`src/rtl/gcd_ctrl.sv`:
```
// -----------------------------------------------------------------------------
// gcd_ctrl
// Control unit for a 16-bit subtract/compare datapath. It computes the GCD of
// two operands by repeated subtraction (Euclid's method). The FSM loads both
// operands over the shared AB bus and short-circuits when either operand is
// zero. It then alternates compare and subtract steps until A == B. The host
// sees a start/done handshake, and the datapath output C carries the result.
//
// Parameters:
//   CNT_W     width of the subtraction-step counter
//   MAX_ITER  subtraction steps allowed before the run aborts with err
//
// Ports:
//   clk      in   system clock, rising edge
//   reset    in   asynchronous, active-low reset
//   start    in   computation request, sampled only in IDLE
//   op_sel   out  operand the host drives onto AB (0 = A, 1 = B)
//   ABorALU  out  datapath register input mux (1 = AB bus, 0 = ALU result)
//   LDA      out  load datapath register A
//   LDB      out  load datapath register B
//   FN       out  ALU function: 00 pass A, 01 pass B, 10 A-B, 11 B-A
//   N        in   ALU result negative
//   Z        in   ALU result zero
//   busy     out  high in every state except IDLE
//   done     out  one-cycle completion pulse
//   err      out  valid with done; step limit exceeded
// -----------------------------------------------------------------------------
module gcd_ctrl #(
    parameter int CNT_W    = 17,
    parameter int MAX_ITER = 65535
) (
    input  logic       clk,
    input  logic       reset,
    input  logic       start,
    output logic       op_sel,
    output logic       ABorALU,
    output logic       LDA,
    output logic       LDB,
    output logic [1:0] FN,
    input  logic       N,
    input  logic       Z,
    output logic       busy,
    output logic       done,
    output logic       err
);

    typedef enum logic [3:0] {
        S_IDLE,
        S_LOAD_A,
        S_LOAD_B,
        S_ZCHK_A,
        S_ZCHK_B,
        S_CMP,
        S_SUB_AB,
        S_SUB_BA,
        S_DONE
    } state_t;

    localparam logic [CNT_W-1:0] MAX_CNT = CNT_W'(MAX_ITER);

    state_t           state_q, state_d;
    logic [CNT_W-1:0] cnt_q, cnt_d;
    logic             res_sel_q, res_sel_d;
    logic             err_q, err_d;

    // State and bookkeeping registers. res_sel and err persist through IDLE,
    // so C keeps showing the last result until the next start.
    always_ff @(posedge clk or negedge reset) begin
        if (!reset) begin
            state_q   <= S_IDLE;
            cnt_q     <= '0;
            res_sel_q <= 1'b0;
            err_q     <= 1'b0;
        end else begin
            state_q   <= state_d;
            cnt_q     <= cnt_d;
            res_sel_q <= res_sel_d;
            err_q     <= err_d;
        end
    end

    // Next-state logic and Moore output decode.
    always_comb begin
        state_d   = state_q;
        cnt_d     = cnt_q;
        res_sel_d = res_sel_q;
        err_d     = err_q;

        op_sel  = 1'b0;
        ABorALU = 1'b0;
        LDA     = 1'b0;
        LDB     = 1'b0;
        FN      = 2'b00;
        busy    = 1'b1;
        done    = 1'b0;
        err     = 1'b0;

        unique case (state_q)
            S_IDLE: begin
                busy = 1'b0;
                FN   = res_sel_q ? 2'b01 : 2'b00;
                if (start) begin
                    state_d = S_LOAD_A;
                    cnt_d   = '0;
                    err_d   = 1'b0;
                end
            end
            S_LOAD_A: begin
                ABorALU = 1'b1;
                LDA     = 1'b1;
                state_d = S_LOAD_B;
            end
            S_LOAD_B: begin
                ABorALU = 1'b1;
                LDB     = 1'b1;
                op_sel  = 1'b1;
                state_d = S_ZCHK_A;
            end
            // A == 0 means the GCD is B, which also covers both operands zero.
            S_ZCHK_A: begin
                FN = 2'b00;
                if (Z) begin
                    res_sel_d = 1'b1;
                    state_d   = S_DONE;
                end else begin
                    state_d = S_ZCHK_B;
                end
            end
            S_ZCHK_B: begin
                FN = 2'b01;
                if (Z) begin
                    res_sel_d = 1'b0;
                    state_d   = S_DONE;
                end else begin
                    state_d = S_CMP;
                end
            end
            // Equality wins over the step limit: a run that converges on its
            // last allowed compare still finishes cleanly.
            S_CMP: begin
                FN = 2'b10;
                if (Z) begin
                    res_sel_d = 1'b0;
                    state_d   = S_DONE;
                end else if (cnt_q == MAX_CNT) begin
                    err_d   = 1'b1;
                    state_d = S_DONE;
                end else if (N) begin
                    state_d = S_SUB_BA;
                end else begin
                    state_d = S_SUB_AB;
                end
            end
            S_SUB_AB: begin
                FN      = 2'b10;
                LDA     = 1'b1;
                cnt_d   = cnt_q + CNT_W'(1);
                state_d = S_CMP;
            end
            S_SUB_BA: begin
                FN      = 2'b11;
                LDB     = 1'b1;
                cnt_d   = cnt_q + CNT_W'(1);
                state_d = S_CMP;
            end
            S_DONE: begin
                FN      = res_sel_q ? 2'b01 : 2'b00;
                done    = 1'b1;
                err     = err_q;
                state_d = S_IDLE;
            end
            default: begin
                state_d = S_IDLE;
            end
        endcase
    end

endmodule

```
`config.mk`:
```
export PLATFORM = sky130hd
export DESIGN_NAME = gcd_ctrl
export DESIGN_NICKNAME = d
export VERILOG_FILES = /design/src/rtl/gcd_ctrl.sv
export SDC_FILE = /design/constraint.sdc
export NUM_CORES = 1
export LEC_CHECK = 0
export ABC_AREA = 1
export BUFFER_PORTS_ARGS = -buffer_cell sky130_fd_sc_hd__buf_2
export CAP_MARGIN = 20
export CORE_ASPECT_RATIO = 0.8
export CORE_UTILIZATION = 38
export DETAILED_ROUTE_END_ITERATION = 6
export PLACE_DENSITY = 0.6
export SETUP_SLACK_MARGIN = 0.02
export SLEW_MARGIN = 15
export SYNTH_ARGS = -nofsm -noshare
export SYNTH_HDL_FRONTEND = slang
export SYNTH_SLANG_ARGS = --single-unit
```
`constraint.sdc`:
```
create_clock -name clk -period 1.89 [get_ports clk]
set_input_delay 0.567 -clock clk [delete_from_list [all_inputs] [get_ports clk]]
set_output_delay 0.567 -clock clk [all_outputs]
set_load 0.005 [all_outputs]
```
==> metrics.log, run 1 <==
INFO  metric placed_cell_area = around 1700 sq um
INFO  metric worstSetupEndpointType = output port
INFO  metric clk_transition_reported_paths = around 0.090 ns
INFO  metric drt_pre_antenna_iters = 4
INFO  metric yosysWarningCount = 0
INFO  metric worst_ep_required_time = roughly 1.3 ns
INFO  metric cp_num_cells = 6
INFO  metric status = finished with violations
INFO  metric worst_r2r_endpoint = err_q
INFO  metric period_share = 100.7%
INFO  metric initial_utilization = 40.36%
INFO  metric grt.overflow.total = 0
INFO  metric placer_congestion_estimate = roughly 0.87
INFO  metric min-delay-path-class = primary input to asynchronous set/reset pin
INFO  metric critPathLaunchType = flop
INFO  metric final_cell_area_excluding_filler_cells = 1947 sq um
INFO  metric cts_tree = built
INFO  metric power_leakage = 0.9483 nW
INFO  metric final_cell_mix = nand2_1, buf_4, nor2_1, dfrtp_1, nand3_1
INFO  metric distinct_cells_synth = 29
INFO  metric final-setup-viol-count = 3
INFO  metric path_buf_inv = 3
INFO  metric route.antenna.remaining_nets = 0
INFO  metric die_width = roughly 74 microns
INFO  metric htree_num_levels = 1
INFO  metric floorplan.die_area = about 4400 sq um
INFO  metric wire_length_of_the_first_global_routing_pass = approximately 6700 microns
INFO  metric ys_dominant_reg_cell = dfrtp_1
INFO  metric finalPower = around 0.0021 W
INFO  metric vias_per_inst = 4.903
INFO  metric post_synth.cell_area_avg = 7.200 sq um
INFO  metric antenna_cells_inserted = 0
INFO  metric std_cell_rows = 20
INFO  metric grt_start_max_net_pins = 24
INFO  metric report.final.hold_viol_count = 0
INFO  metric post_synthesis_instance_area = ~1600 sq um
INFO  metric syn-instance-count = approximately 220
INFO  metric post-route-drc-count = 0
INFO  metric grt_pass1_vias = about 1400
INFO  metric power.density_cell_area = 1069 nW/um^2
INFO  metric numClockSinks = 23
INFO  metric mostFrequentLayoutCell = nand2_1
INFO  metric ys_async_sr_fraction = between 90% and 100%
INFO  metric floorplan.core_area = ~3900 sq um
INFO  metric finalCoreUtilization = approximately half
INFO  metric cts_root_buffer = clkbuf_8
INFO  metric route.vias.total = between 1500 and 2000
INFO  metric postSynthRegisterBits = 23
INFO  metric vdd_ir_drop_max = 0.6252 mV
INFO  metric max_clock_freq = 525.5 MHz
INFO  metric cts-root-to-sink-buffers = 2
INFO  metric io_buffer_count = 13
INFO  metric layout-drive-gt1-share = approximately a third
INFO  metric seq_area_frac_synth = between 30% and 40%
INFO  metric cts_inserted_buffers = 3
INFO  metric crit_path_max_incr_delay = 0.41 ns
INFO  metric cp_max_fo = 4
INFO  metric critPathCapture = ABorALU
INFO  metric ctsHoldBuffers = 0
INFO  metric worst_r2r_startpoint = cnt_q[0]
INFO  metric syn_nets = 223
INFO  metric dp_hpwl = 2711 microns
INFO  metric antenna_violations_before_repair = 0
INFO  metric crit_path_category = flop to output port
INFO  metric die_h = approximately 60 microns
INFO  metric finClkSkew = roughly 0.012 ns
INFO  metric worstRegToRegCells = 11
INFO  metric maxCapViolCount = 0
INFO  metric worstMarginPinSlew = approximately 0.54 ns
INFO  metric clock_latency = 0.28 ns
INFO  metric worst_setup_path_startpoint = state_q[2]
INFO  metric area_growth_syn_to_layout = 25.18%
INFO  metric boundaryPins = 14
INFO  metric maxSlewHeadroom = ~64%
INFO  metric rsz0062_at_grt = yes
INFO  metric routed_wirelength = about 4000 microns
INFO  metric routedWlPerCell = roughly 13 microns
INFO  metric synth_enable_flop_cells = 0
INFO  metric fin_nets = roughly 260
INFO  metric place_ws = roughly 0.012 ns
INFO  metric drt_first_iter_violations = about 110
INFO  metric fin_ws = -0.01307 ns
INFO  metric cp_slowest_cell = dfrtp_1
INFO  metric rrSetupSlack = roughly 0.13 ns
INFO  metric post-route-min-period = ~1.9 ns
INFO  metric final_max_slew_viol_count = 0
INFO  metric worst_ep_arrival_time = 1.34 ns
INFO  metric global_route.usage.total = approximately a fifth
INFO  metric failed_checks = negative setup slack
INFO  metric timing.critical_path.max_delay_family = flip-flops
INFO  metric cp_cell_sequence = inv_2, nand2_4, nor3_2, inv_1, nand2_1, buf_2
-- cell type report --
type / instances / area [sq um]
clock buffers: 3 / 41.29
clock inverters: 1 / 5.005
fillers: 391 / 1907
inverters: 28 / 111.4
multi-input cells: 162 / 890.9
flip-flops and latches: 23 / 576.8
well taps: 55 / 68.82
repair buffers: 38 / 252.7
-- metal layers --
metal	global-route usage [%]	part of all wire, %	wire (microns)	vias to the layer above
li1	-	-	-	775
met1	29.40	49	1943	706
met2	30.54	45	1798	34
met3	5.612	5.0	198	5
met4	2.473	0.50	20	0
met5	0	0	0	-
-- cell usage after synthesis, types with 4 or more instances --
cell type	n	area, sq um
a21oi_1	4	20.02
dfrtp_1	23	575.6
inv_1	22	82.58
inv_2	4	15.01
nand2_1	55	206.5
nand2_2	13	81.33
nand2_4	4	45.04
nand3_1	22	110.1
nand4_1	8	50.05
nor2_1	24	90.09
nor3_1	4	20.02
o21ai_0	6	30.03
-- cell families (layout without fill, tap and decap cells) --
logic type,Yosys count,after routing,synth area share [%]
buffers and inverters,31,70,9.734
adders and majority gates,2,2,1.609
DFF,23,23,37.01
and+or+nand+nor,137,137,42.48
xor gates and xnor gates,2,2,1.127
AOI/OAI and AO/OA,21,21,8.045
-- timing repair --
item | 4_1_cts | 5_1_grt
buffers inserted | 9 | 9
setup endpoints to repair | 10 | 7
pin swaps | 2 | 10
resized for setup | 11 | 9
-- flip-flops by register name (all words and copies together) (netlist names) --
name and flops:
cnt_q 17, err_q 1, res_sel_q 1, state_q 4
-- worst min-delay path by stage --
stage / startpoint / endpoint / slack [ns] / cells past startpoint
after detailed placement: err_q / err_q / 0.52 / 2
after CTS: reset / cnt_q[11] / 0.28 / 1
after global routing: reset / cnt_q[12] / 0.30 / 1
after floorplan: reset / cnt_q[0] / 0.27 / 0
final: reset / cnt_q[9] / 0.26 / 1
after global placement: err_q / err_q / 0.49 / 2
-- power breakdown --
part / total [W] / switching, W / internal [W]
Combinational: 0.00113 / 0.000653 / 0.000478
Sequential: 0.000640 / 0.0000692 / 0.000571
Clock: 0.000311 / 0.000163 / 0.000148
-- through the flow --
stage	hold slack, ns	setup TNS (ns)	std cells
6_report	0.2617	-0.02283	310
5_1_grt	0.3037	-0.3848	310
4_1_cts	0.2753	0	301
3_5_place_dp	0.5162	0	288
3_3_place_gp	0.4859	-0.01027	288
2_1_floorplan	0.2714	0	216
No activity file was read; power rests on OpenSTA's default activity.
==> run 2: changes to the inputs <==
--- a/config.mk
+++ b/config.mk
@@ -5,13 +5,12 @@
 export SDC_FILE = /design/constraint.sdc
 export NUM_CORES = 1
 export LEC_CHECK = 0
-export ABC_AREA = 1
 export BUFFER_PORTS_ARGS = -buffer_cell sky130_fd_sc_hd__buf_2
 export CAP_MARGIN = 20
 export CORE_ASPECT_RATIO = 0.8
 export CORE_UTILIZATION = 38
 export DETAILED_ROUTE_END_ITERATION = 6
-export PLACE_DENSITY = 0.6
+export PLACE_DENSITY = 0.61
 export SETUP_SLACK_MARGIN = 0.02
 export SLEW_MARGIN = 15
 export SYNTH_ARGS = -nofsm -noshare
==> metrics.log, run 2 <==
INFO  metric vdd_ir_drop_max = 0.9558 mV (+53%)
INFO  metric post-route-drc-count = 0 (unchanged)
INFO  metric power.density_cell_area = 1398 nW/um^2 (+31%)
INFO  metric area_used_by_multi_input_combinational_logic = 815.8 sq um (-8.4%)
INFO  metric htree_num_levels = 1 (unchanged)
INFO  metric layout-drive-gt1-share = 37.62% (+3.9 points)
INFO  metric mostFrequentLayoutCell = buf_4
INFO  metric status = finished with violations
INFO  metric worstRegToRegCells = 4 (-7)
INFO  metric maxCapViolCount = 0 (unchanged)
INFO  metric fin_nets = 210 (-20%)
INFO  metric routedWlPerCell = 16.36 microns (+28%)
INFO  metric io_buffer_count = 13 (unchanged)
INFO  metric place_ws = -0.2988 ns (-0.3103 ns)
INFO  metric flip_flop_count_of_the_largest_register_after_layout = 17 (unchanged)
INFO  metric synth.area.top_cells = dfrtp_1, a21oi_1, nand2_1
INFO  metric cts_root_buffer = clkbuf_8
INFO  metric critPathLaunchType = flop
INFO  metric min-delay-path-class = primary input to asynchronous set/reset pin
INFO  metric post-route-min-period = 1.974 ns (+0.07101 ns)
INFO  metric cell_type_contributing_the_most_total_cell_area_after_synthesis = dfrtp_1
INFO  metric syn_nets = 163 (-27%)
INFO  metric post-place-cells = 222 (-23%)
INFO  metric synth_enable_flop_cells = 0 (unchanged)
INFO  metric synthMostInstantiatedCell = dfrtp_1
INFO  metric cp_max_fo = 8 (+4)
INFO  metric die_h = 55.41 microns (-6.4%)
INFO  metric grt_start_max_net_pins = 24 (unchanged)
INFO  metric placer_congestion_estimate = 0.8486 (-1.9%)
INFO  metric power_leakage = 0.8324 nW (-12%)
INFO  metric clk_transition_reported_paths = 0.08 ns (about the same)
INFO  metric numClockSinks = 23 (unchanged)
INFO  metric floorplan.die_area = 3810 sq um (-12%)
INFO  metric die_width = 68.77 microns (-6.5%)
INFO  metric max_clock_freq = 506.6 MHz (-3.6%)
INFO  metric worst_setup_path_startpoint = state_q[2]
INFO  metric worst_ep_required_time = 2.09 ns (+0.77 ns)
INFO  metric final_cell_mix = buf_4, dfrtp_1, nand2_1, a21oi_1, buf_2
INFO  metric area_growth_syn_to_layout = 38.97%
INFO  metric period_share = 104.4% (+3.8 points)
INFO  metric final-setup-viol-count = 10 (+7)
INFO  metric worstSetupEndpointType = flop
INFO  metric ys_dominant_reg_cell = dfrtp_1
INFO  metric maxSlewHeadroom = 65.79% (+1.5 points)
INFO  metric regArea = 576.8 sq um (unchanged)
INFO  metric fin_ws = -0.08408 ns (-0.07101 ns)
INFO  metric worstMarginPinSlew = 0.5131 ns (-0.02244 ns)
INFO  metric worst_ep_arrival_time = 2.17 ns (+0.83 ns)
INFO  metric fillers = 317 (-19%)
INFO  metric ys_async_sr_fraction = 100.0% (unchanged)
INFO  metric cts_tree = built
INFO  metric grt_pass1_vias = 1289 (-9.2%)
INFO  metric vias_per_inst = 5.877 (+20%)
INFO  metric worst_r2r_startpoint = state_q[2]
INFO  metric cts_inserted_buffers = 3 (unchanged)
INFO  metric clock_latency = 0.27 ns (about the same)
INFO  metric distinct_cells_synth = 38 (+31%)
INFO  metric route.vias.total = 1434 (-5.7%)
INFO  metric largest_registers = cnt_q: 17 flops, state_q: 4 flops
INFO  metric worst_r2r_endpoint = cnt_q[9]
INFO  metric wire_length_of_the_first_global_routing_pass = 5920 microns (-11%)
INFO  metric crit_path_category = flop to flop
INFO  metric finClkSkew = 0.007456 ns (-0.004754 ns)
INFO  metric syn-instance-count = 156 (-28%)
INFO  metric final_max_slew_viol_count = 0 (unchanged)
INFO  metric post_synth.cell_area_avg = 8.686 sq um (+21%)
INFO  metric ctsHoldBuffers = 0 (unchanged)
INFO  metric yosysWarningCount = 0 (unchanged)
INFO  metric drt_first_iter_violations = 95 (-10%)
INFO  metric failed_checks = negative setup slack
INFO  metric route.antenna.remaining_nets = 0 (unchanged)
INFO  metric drt_pre_antenna_iters = 4 (unchanged)
INFO  metric rrSetupSlack = -0.08 ns (-0.21 ns)
INFO  metric synth.top_cells.by_count = dfrtp_1, a21oi_1, nand2_1
INFO  metric global_route.usage.total = 20.65% (+0.53 points)
INFO  metric seq_area_frac_synth = 42.47% (+5.5 points)
INFO  metric layout.cells.non_filler = 244 (-21%)
INFO  metric postSynthRegisterBits = 23 (unchanged)
INFO  metric largest_register = cnt_q
INFO  metric post_synthesis_instance_area = 1355 sq um (-13%)
INFO  metric rsz0062_at_grt = yes
INFO  metric cts-root-to-sink-buffers = 2 (unchanged)
INFO  metric std_cell_rows = 19 (-5.0%)
INFO  metric report.final.hold_viol_count = 0 (unchanged)
INFO  metric grt.overflow.total = 0 (unchanged)
INFO  metric initial_utilization = 39.58% (-0.77 points)
INFO  metric floorplan.core_area = 3423 sq um (-11%)
INFO  metric antenna_violations_before_repair = 0 (unchanged)
INFO  metric boundaryPins = 14 (unchanged)
INFO  metric dp_hpwl = 2317 microns (-15%)
INFO  metric antenna_cells_inserted = 0 (unchanged)
INFO  metric synth_top_area_share = 42.47% (+5.5 points)
INFO  metric routed_wirelength = 3991 microns (+0.76%)
## run 2: through the flow
step | hold slack, ns | power [W] | area (sq um) | setup TNS, ns | utilization (%)
global placement | 0.4859 | 0.001703 | 1570 | -2.404 | 45.87
finish | 0.2614 | 0.002632 | 1883 | -0.5176 | 55.01
floorplan | 0.2714 | 0.001309 | 1355 | -0.5419 | -
global route | 0.2971 | 0.002778 | 1883 | -1.414 | 55.01
detailed placement | 0.5004 | 0.001720 | 1570 | -2.658 | 45.87
CTS | 0.2788 | 0.002283 | 1738 | -0.4327 | 50.77
## run 2: kinds of logic (layout without fill, tap and decap cells)
family	count (synthesis)	count (layout)	synth area share [%]
buf+inv	15	61	5.263
xor+xnor	3	3	1.939
fa+ha+maj	2	2	1.846
simple gates	69	69	27.61
flops	23	23	42.47
compound gates	44	44	20.87
## run 2: report_power, final
group	internal (W)	switching [W]
clock network	0.000147	0.000158
registers	0.000591	0.0000898
logic	0.000831	0.000814
total	0.00157	0.00106
## run 2: cell type report
cell class	count	share of cell area, %
timing repair buffer	50	19.40
inverter	7	1.395
multi-input combinational	118	43.32
tap	42	2.791
clock buffer	3	2.193
sequential	23	30.63
clock inverter	1	0.2658
## run 2: timing repair
item / CTS / global route
resized for setup: 16 / 19
setup endpoints to repair: 18 / 25
pin swaps: 3 / 8
setup buffers: 8 / 10
cloned: 0 / 0
## run 2: routing by layer
metal / GRT usage (%) / wire length [microns] / part of all wire, % / vias to the layer above
met5: 0 / 0 / 0 / -
met4: 6.997 / 110 / 2.8 / 0
met3: 4.132 / 219 / 5.5 / 15
met2: 31.79 / 1930 / 48 / 53
met1: 28.63 / 1730 / 43 / 699
li1: - / - / - / 667
## run 2: how the worst max path moves through the flow
stage                end  depth (start not counted)
6_report        cnt_q[9]                          4
5_1_grt        cnt_q[11]                          4
4_1_cts         cnt_q[9]                          4
3_5_place_dp    cnt_q[9]                          5
3_3_place_gp   cnt_q[15]                          5
2_1_floorplan  cnt_q[10]                          5
## run 2: worst max-delay path, stage by stage (launching register included)
cell and delay [ns]:
dfrtp_1 0.40, or4b_4 0.56, a2111o_1 0.48, or3_1 0.35
a21oi_1 0.13
==> run 3: changes to the inputs <==
--- a/config.mk
+++ b/config.mk
@@ -8,6 +8,7 @@
 export BUFFER_PORTS_ARGS = -buffer_cell sky130_fd_sc_hd__buf_2
 export CAP_MARGIN = 20
 export CORE_ASPECT_RATIO = 0.8
+export CORE_MARGIN = 4
 export CORE_UTILIZATION = 38
 export DETAILED_ROUTE_END_ITERATION = 6
 export PLACE_DENSITY = 0.61
==> metrics.log, run 3 (same netlist as run 2, synthesis figures left out) <==
INFO  metric io_buffer_count = 13 (unchanged)
INFO  metric worstSetupEndpointType = flop
INFO  metric worst_ep_required_time = 2.09 ns (about the same)
INFO  metric final-setup-viol-count = 11 (+1)
INFO  metric maxSlewHeadroom = 65.29% (-0.50 points)
INFO  metric ctsHoldBuffers = 0 (unchanged)
INFO  metric cp_slowest_cell = or4b_4
INFO  metric worst_ep_arrival_time = 2.21 ns (+0.04 ns)
INFO  metric power.density_cell_area = 1345 nW/um^2 (-3.8%)
INFO  metric route.vias.total = 1376 (-4.0%)
INFO  metric rsz0062_at_grt = yes
INFO  metric crit_path_category = flop to flop
INFO  metric worstMarginPinSlew = 0.5206 ns (+0.007472 ns)
INFO  metric power.switching = 0.001011 W (-4.8%)
INFO  metric final_cell_mix = buf_4, dfrtp_1, nand2_1, a21oi_1, buf_2
INFO  metric fin_ws = -0.1177 ns (-0.03365 ns)
INFO  metric drt_first_iter_violations = 63 (-34%)
INFO  metric mostFrequentLayoutCell = buf_4
INFO  metric worst_r2r_startpoint = state_q[0]
INFO  metric power_leakage = 0.8319 nW (about the same)
INFO  metric route.antenna.remaining_nets = 0 (unchanged)
INFO  metric routedWlPerCell = 15.83 microns (-3.2%)
INFO  metric floorplan.die_area = 4591 sq um (+20%)
INFO  metric flip_flop_count_of_the_largest_register_after_layout = 17 (unchanged)
INFO  metric grt_start_max_net_pins = 24 (unchanged)
INFO  metric hold-worst-slack = 0.2685 ns (+0.007120 ns)
INFO  metric final_max_slew_viol_count = 0 (unchanged)
INFO  metric net_switching_share_of_the_total_power = 39.59% (-0.76 points)
INFO  metric dp_hpwl = 2611 microns (+13%)
INFO  metric initial_utilization = 39.58% (unchanged)
INFO  metric path_buf_inv = 0 (unchanged)
INFO  metric cts_root_buffer = clkbuf_8
INFO  metric vdd_ir_drop_max = 0.8081 mV (-15%)
INFO  metric area_growth_syn_to_layout = 40.17%
INFO  metric grt_pass1_vias = 1327 (+2.9%)
INFO  metric finClkSkew = 0.003247 ns (-0.004209 ns)
INFO  metric post-route-min-period = 2.008 ns (+0.03365 ns)
INFO  metric routed_wirelength = 3879 microns (-2.8%)
INFO  metric boundaryPins = 14 (unchanged)
INFO  metric power.clock.fraction = 12.1% (+0.5 points)
INFO  metric finalPower = 0.002554 W (-2.9%)
INFO  metric post-route-drc-count = 0 (unchanged)
INFO  metric die_h = 61.41 microns (+11%)
INFO  metric numClockSinks = 23 (unchanged)
INFO  metric min-delay-path-class = primary input to asynchronous set/reset pin
INFO  metric drt_pre_antenna_iters = 4 (unchanged)
INFO  metric p_comb_share = 61.2% (-1.3 points)
INFO  metric largest_register = cnt_q
INFO  metric report.final.hold_viol_count = 0 (unchanged)
INFO  metric layout-drive-gt1-share = 36.45% (-1.2 points)
INFO  metric htree_num_levels = 1 (unchanged)
INFO  metric worstRegToRegCells = 4 (unchanged)
INFO  metric crit_path_max_incr_delay = 0.55 ns (about the same)
INFO  metric cts_inserted_buffers = 3 (unchanged)
INFO  metric period_share = 106.2% (+1.8 points)
INFO  metric antenna_violations_before_repair = 0 (unchanged)
INFO  metric die_width = 74.77 microns (+8.7%)
INFO  metric cp_cell_sequence = or4b_4, a2111o_1, or3_4, a21oi_2
INFO  metric maxCapViolCount = 0 (unchanged)
INFO  metric placer_congestion_estimate = 0.8667 (+2.1%)
INFO  metric wire_length_of_the_first_global_routing_pass = 5940 microns (+0.34%)
INFO  metric critPathLaunchType = flop
INFO  metric std_cell_rows = 19 (unchanged)
INFO  metric internal_power = 0.001543 W (-1.7%)
INFO  metric failed_checks = negative setup slack
INFO  metric global_route.usage.total = 17.18% (-3.5 points)
INFO  metric antenna_cells_inserted = 0 (unchanged)
INFO  metric clock_latency = 0.26 ns (about the same)
INFO  metric fin_nets = 211 (+0.48%)
INFO  metric worst_r2r_endpoint = cnt_q[13]
INFO  metric cts-root-to-sink-buffers = 2 (unchanged)
INFO  metric cts_tree = built
INFO  metric max_clock_freq = 498.1 MHz (-1.7%)
INFO  metric clk_transition_reported_paths = 0.08 ns (about the same)
INFO  metric floorplan.core_area = 3423 sq um (unchanged)
INFO  metric fillers = 303 (-4.4%)
INFO  metric status = finished with violations
INFO  metric grt.overflow.total = 0 (unchanged)
INFO  metric rrSetupSlack = -0.12 ns (-0.03 ns)
INFO  metric sequential_fraction_of_design_power = 26.6% (+0.7 points)
INFO  metric timing.critical_path.max_delay_family = simple AND/OR/NAND/NOR gates
INFO  metric vias_per_inst = 5.616 (-4.4%)
INFO  metric largest_registers = cnt_q: 17 flops, state_q: 4 flops
INFO  metric cp_max_fo = 6 (-2)
[run 3: power by group through the flow]
stage	Combinational [W]	Sequential, W	Clock [W]
6_report	0.00156	0.000680	0.000310
5_1_grt	0.00169	0.000689	0.000335
4_1_cts	0.00144	0.000676	0.000315
3_5_place_dp	0.00110	0.000671	0
3_3_place_gp	0.00107	0.000668	0
2_1_floorplan	0.000624	0.000685	0
[run 3: final cells by class]
class / count / area (sq um) / area share [%]
Multi-Input combinational cell: 118 / 817.0 / 43.02
Tap cell: 42 / 52.55 / 2.767
Inverter: 7 / 26.28 / 1.383
Timing Repair Buffer: 51 / 381.6 / 20.09
Clock buffer: 4 / 45.04 / 2.372
Sequential cell: 23 / 576.8 / 30.37
[run 3: worst max-delay path by stage]
stage / cells after the start / from / to
floorplan: 5 / start / cnt_q[10]
global placement: 5 / start / cnt_q[15]
detailed placement: 5 / start / cnt_q[13]
CTS: 4 / state_q[2] / cnt_q[13]
global route: 4 / state_q[0] / cnt_q[13]
finish: 4 / state_q[0] / cnt_q[13]
[run 3: stage by stage]
| stage | setup TNS, ns | utilization (%) | area [sq um] | setup slack [ns] | cells |
|---|---|---|---|---|---|
| floorplan | -0.5419 | - | 1355 | -0.1133 | 156 |
| global placement | -2.131 | 46.67 | 1598 | -0.2469 | 224 |
| detailed placement | -2.736 | 46.67 | 1598 | -0.3358 | 224 |
| CTS | -0.3938 | 53.51 | 1832 | -0.09339 | 240 |
| global route | -1.568 | 55.48 | 1899 | -0.1807 | 245 |
| finish | -0.5560 | 55.48 | 1899 | -0.1177 | 245 |
[run 3: what timing repair did]
| action | CTS | global route |
|---|---|---|
| setup buffers | 12 | 5 |
| setup endpoints to repair | 21 | 23 |
| gates resized for setup | 24 | 11 |
| pin swaps | 11 | 4 |
[run 3: layer usage]
| layer | vias to the layer above | routed length (microns) | track usage [%] |
|---|---|---|---|
| met2 | 34 | 1941 | 29.91 |
| met5 | - | 0 | 0 |
| met3 | 8 | 195 | 4.241 |
| met4 | 0 | 67 | 6.599 |
| met1 | 669 | 1673 | 20.69 |
| li1 | 665 | - | - |
